==> config.mk <==
export PLATFORM = sky130hd
export DESIGN_NAME = ltoh_buf
export DESIGN_NICKNAME = d
export VERILOG_FILES = /design/src/rtl/ltoh_buf.sv
export SDC_FILE = /design/constraint.sdc
export NUM_CORES = 1
export LEC_CHECK = 0
export ABC_AREA = 1
export CAP_MARGIN = 20
export CORE_AREA = 2 2 178 180
export CTS_CLUSTER_DIAMETER = 100
export DETAILED_ROUTE_END_ITERATION = 16
export DIE_AREA = 0 0 180 182
export SYNTH_ARGS = -nofsm -noshare
export SYNTH_HDL_FRONTEND = slang
export SYNTH_SLANG_ARGS = --single-unit
export TNS_END_PERCENT = 100
==> constraint.sdc <==
create_clock -name rclk -period 3.05 [get_ports rclk]
set_input_delay 0.7625 -clock rclk [delete_from_list [all_inputs] [get_ports rclk]]
set_output_delay 0.7625 -clock rclk [all_outputs]
set_load 0.005 [all_outputs]
==> src/rtl/ltoh_buf.sv <==
// ltoh_buf: samples slow wclk in the fast rclk domain, captures din on wclk
// edges into a show-ahead FIFO drained by valid/ready. Option: LTOH_DUAL_EDGE_EN
module ltoh_buf #(
  parameter int DATA_WIDTH  = 32,
  parameter int DEPTH       = 8,
  parameter int ADD_WIDTH   = 3,
  parameter int SYNC_STAGES = 2
) (
  input  logic                  rclk,
  input  logic                  rst_n,
  input  logic                  wclk,
  input  logic [DATA_WIDTH-1:0] din,
  output logic [DATA_WIDTH-1:0] dout,
  output logic                  dout_valid,
  input  logic                  dout_ready,
  output logic                  pe,
  output logic                  full,
  output logic                  empty,
  output logic [ADD_WIDTH:0]    count,
  output logic                  ovf,
  input  logic                  ovf_clr
);

  localparam int ARM_MAX = SYNC_STAGES + 1;
  localparam int ARM_W   = $clog2(ARM_MAX + 1);
  localparam logic [ADD_WIDTH:0] CNT_FULL = (ADD_WIDTH+1)'(DEPTH);
  localparam logic [ARM_W-1:0]   ARM_TOP  = ARM_W'(ARM_MAX);

  logic [SYNC_STAGES-1:0] sync_q;
  logic                   h_q;
  logic                   s;
  logic [ARM_W-1:0]       arm_q;
  logic                   armed;
  logic                   rise;
  logic                   cap;
  logic                   push;
  logic                   pop;
  logic                   push_ok;
  logic                   drop;

  logic [DATA_WIDTH-1:0]  mem [DEPTH];
  logic [ADD_WIDTH-1:0]   wr_ptr;
  logic [ADD_WIDTH-1:0]   rd_ptr;

  assign s     = sync_q[SYNC_STAGES-1];
  assign rise  = s & ~h_q;
  assign armed = (arm_q == ARM_TOP);

`ifdef LTOH_DUAL_EDGE_EN
  assign cap = s ^ h_q;
`else
  assign cap = rise;
`endif

  assign pe      = rise & armed;
  assign push    = cap & armed;
  assign pop     = dout_valid & dout_ready;
  assign push_ok = push & (~full | pop);
  assign drop    = push & full & ~pop;

  assign empty      = (count == '0);
  assign full       = (count == CNT_FULL);
  assign dout_valid = ~empty;
  assign dout       = empty ? '0 : mem[rd_ptr];

  // wclk synchroniser, edge history and start-up arming counter
  always_ff @(posedge rclk) begin
    if (!rst_n) begin
      sync_q <= '0;
      h_q    <= 1'b0;
      arm_q  <= '0;
    end else begin
      sync_q <= {sync_q[SYNC_STAGES-2:0], wclk};
      h_q    <= s;
      if (!armed) arm_q <= arm_q + ARM_W'(1);
    end
  end

  // FIFO storage; left unreset, only count decides what is visible
  always_ff @(posedge rclk) begin
    if (push_ok) mem[wr_ptr] <= din;
  end

  // FIFO pointers, occupancy and sticky overflow flag
  always_ff @(posedge rclk) begin
    if (!rst_n) begin
      wr_ptr <= '0;
      rd_ptr <= '0;
      count  <= '0;
      ovf    <= 1'b0;
    end else begin
      if (push_ok) wr_ptr <= wr_ptr + ADD_WIDTH'(1);
      if (pop)     rd_ptr <= rd_ptr + ADD_WIDTH'(1);
      unique case ({push_ok, pop})
        2'b10:   count <= count + (ADD_WIDTH+1)'(1);
        2'b01:   count <= count - (ADD_WIDTH+1)'(1);
        default: count <= count;
      endcase
      if (drop)         ovf <= 1'b1;
      else if (ovf_clr) ovf <= 1'b0;
    end
  end

endmodule
==> impl_metrics.csv <==
group,metric,value,unit
power,pwr-share-clk,29.5,%
synth,post_synthesis_share_of_cell_area_spent_on_and_or_nand_and_nor_gates,8.751,%
place,gp_congestion,0.7512,
synth,main_combinational_cell_family_by_area_after_synthesis,"compound AO/OA/AOI/OAI gates",
status,run_status,"complete, but fails checks",
timing,period_share,100.2,%
critical_path,cp-end-kind,"primary output",
global_routing,grt_max_degree,37,
global_routing,via_count_of_the_first_global_routing_pass,6740,
clocking,master_cell_of_the_clock_root_buffer,"clkbuf_16",
timing,finalWorstPathRequiredPeriod,3.057,ns
cells_and_area,final_layout_size_suffix_gt1_share,10.78,%
clocking,clock_sinks,275,
critical_path,worst-setup-path-type,"flip-flop to primary output",
clocking,cts_buffers,29,
power,power.density_cell_area,842.2,mW/mm^2
place,pre_cts_ws,0.2796,ns
place,port-buffer-count,77,
floorplanning,dieHeight,182,microns
critical_path,rr_worst_depth,8,
status,failed_checks,"setup timing",
timing,grt_setup_unrepaired,"yes",
clocking,cts_tree,"built",
synth,syn_area_per_cell,12.98,sq um
critical_path,startpoint_type_of_the_worst_setup_path,"flip-flop",
power,static-leakage-power,4.704,nW
cells_and_area,antenna_cells_inserted,0,
floorplanning,placement_rows,65,
route,vias_per_cell,4.914,
timing,timing.max_slew.rel_slack,73.60,%
route,drtPass1Iterations,6,
cells_and_area,final_core_density,44.04,%
clocking,cts-htree-levels,1,
timing,final-setup-viol-count,1,
critical_path,required_time_at_the_worst_slack_endpoint,2.29,ns
critical_path,crit_end,"dout[24]",
route,detail_route.iter0.violations,504,
synth,synth_fp_nets,886,
clocking,cts.path.max_buffers,3,
route,finalWirelength,24400,microns
power,p_int,7.927,mW
power,power_share_of_the_combinational_group,33.2,%
synth,synth.mux.area_fraction,2.928,%
route,routedWlPerCell,17.85,microns
synth,syn_area,0.01094,sq mm
timing,worst_slew_pin_slew,0.3951,ns
route,antenna_violating_nets_left,0,
synth,cell_taking_the_most_area_after_synthesis,"edfxtp_1",
floorplanning,floorplan.initialDensity,35.30,%
worst_hold_path,worstHoldPathType,"flip-flop to flip-flop",
timing,timing.clock.skew,0.008656,ns
synth,yosysWarningCount,0,
synth,yosys_register_bits,275,
timing,timing_max_transition_violations_final,0,
critical_path,worst_r2r_startpoint,"arm_q[0]$_SDFFE_PN0P_",
global_routing,globalRouteTotalUtil,14.55,%
power,fin_total_pwr,11.49,mW
timing,hold_viol_final,0,
global_routing,grt_pass1_wl,37690,microns
place,dp_hpwl,13000,microns
synth,synth.yosys.seq_area_share,73.76,%
route,drc_errors,0,
route,vias,6718,
cells_and_area,final_nets,989,
critical_path,timing.rr.end,"mem[4][17]$_DFFE_PP_",
cells_and_area,area_delta_synth_final,24.75,%
floorplanning,core_area,0.03099,sq mm
critical_path,rrSetupSlack,0.87,ns
synth,netlist-cell-type-count,29,
floorplanning,ios,78,
synth,complex_gate_fraction_of_the_synthesized_area,10.05,%
timing,fmax,0.3272,GHz
synth,yosys.area_share.adder,0.7550,%
clocking,cts_hold_buffers,0,
power,p_sw,3.566,mW
power,netSwitchingFraction,31.03,%
synth,share_of_yosys_cell_area_claimed_by_the_top_area_cell_type,70.28,%
synth,top_area_cells_in_the_synthesized_netlist,"edfxtp_1 70%, nor2_1 7.0%, o21ai_0 6.7%",
synth,synthesis.instances,843,
critical_path,worstPathMaxFanout,21,
flow_run,drv.max_cap_violation_count,0,
floorplanning,dieArea,0.03276,sq mm
timing,final.setup.worst_slack,-0.006568,ns
clocking,clock_transition_at_the_registers_of_the_reported_paths,0.06,ns
power,power.sequential.fraction,37.3,%
critical_path,crit_arrival,2.29,ns
power,max-vdd-ir-drop,0.0004893,V
floorplanning,floorplan.die.width,180,microns
synth,yosys.area_share.xor_xnor,0.1601,%
global_routing,grt_remaining_overflow,0,
global_routing,grt_antenna_before_repair,0,
clocking,clock_insertion_delay_at_the_later_pin_of_the_skew_report,0.55,ns
## cell families after synthesis
logic type,Yosys count
DFF,275
and+or+nand+nor,242
AOI/OAI and AO/OA,211
buffers and inverters,75
muxes,32
adders and majority gates,6
xor gates and xnor gates,2
## through the flow
stage / area, sq um / std cells / hold WS [ns] / TNS [ns]
2_1_floorplan: 10940 / 843 / 0.3905 / 0
3_3_place_gp: 12340 / 1299 / 0.4036 / 0
3_5_place_dp: 12340 / 1299 / 0.4032 / 0
4_1_cts: 13560 / 1363 / 0.4099 / -0.6293
5_1_grt: 13650 / 1367 / 0.4244 / -0.7092
6_report: 13650 / 1367 / 0.4052 / -0.006568
## layout by cell type, fill, tap and decap left out, types with 9 or more instances in the layout
cell,instances
nand3_1,9
a21oi_1,11
o21ai_0,141
buf_12,16
dfxtp_1,17
inv_1,25
o22ai_1,32
nor2_1,194
dlygate4sd2_1,23
buf_4,16
nor2_4,9
nand2_1,19
clkbuf_16,31
o21ai_1,26
clkdlybuf4s50_1,48
edfxtp_1,256
mux2i_1,32
## sequential cells by signal (all words and copies together) (netlist names), named ones only
signal,count
wr_ptr,3
mem,256
rd_ptr,3
h_q,1
sync_q,2
arm_q,2
ovf,1
count,4
## cell usage after synthesis, drive strengths merged
| cell type | number |
|---|---|
| a21oi | 12 |
| buf | 24 |
| clkbuf | 25 |
| dfxtp | 19 |
| edfxtp | 256 |
| fa | 1 |
| ha | 5 |
| inv | 26 |
| mux2i | 32 |
| nand2 | 22 |
| nand3 | 10 |
| nand3b | 1 |
| nand4 | 2 |
| nor2 | 207 |
| o21ai | 167 |
| o22ai | 32 |
| xor2 | 2 |
## layer usage
layer | track usage, % | up-vias | part of all wire, %
met1 | 19.07 | 3289 | 45
met2 | 25.21 | 138 | 50
met4 | 4.033 | 0 | 1.6
li1 | - | 3256 | -
met5 | 0 | - | 0
met3 | 2.186 | 35 | 4.0
## critical path, stage by stage (launching register included)
cell and delay, ns:
dfxtp_4 0.40, inv_6 0.14, bufbuf_16 0.33, nor2_1 0.05
o21ai_1 0.12, o21ai_0 0.08, nor2_1 0.12, clkdlybuf4s50_1 0.50
## worst min path at each step
stage	slack, ns	to	startpoint	cells past startpoint
floorplan	0.39	sync_q[1]$_SDFF_PN0_	sync_q[0]$_SDFF_PN0_	2
global placement	0.40	sync_q[1]$_SDFF_PN0_	sync_q[0]$_SDFF_PN0_	2
detailed placement	0.40	sync_q[1]$_SDFF_PN0_	sync_q[0]$_SDFF_PN0_	2
CTS	0.41	sync_q[1]$_SDFF_PN0_	sync_q[0]$_SDFF_PN0_	2
global route	0.42	sync_q[1]$_SDFF_PN0_	sync_q[0]$_SDFF_PN0_	2
finish	0.41	sync_q[1]$_SDFF_PN0_	sync_q[0]$_SDFF_PN0_	2
## final cells by class
| class | instances | area [sq um] |
|---|---|---|
| clock buffers | 34 | 744.5 |
| clock inverters | 16 | 166.4 |
| flip-flops and latches | 275 | 8075 |
| well taps | 402 | 503.0 |
| multi-input cells | 493 | 2554 |
| repair buffers | 121 | 1500 |
| inverters | 26 | 102.6 |
| fillers | 2759 | 17340 |
## timing repair
action                                  4_1_cts  5_1_grt
gates resized for setup                      47       10
cloned                                        6        2
buffers inserted                              8        2
pin swaps                                    11        6
endpoints found under the setup margin       32       11
## power by group through the flow
stage | Combinational [mW] | Clock [mW] | Sequential [mW]
finish | 3.82 | 3.39 | 4.28
global placement | 3.40 | 0 | 4.36
floorplan | 2.06 | 0 | 4.31
global route | 4.23 | 3.62 | 4.29
CTS | 3.79 | 3.47 | 4.29
detailed placement | 3.43 | 0 | 4.36
Note: power is estimated with default switching activity, not from simulation.
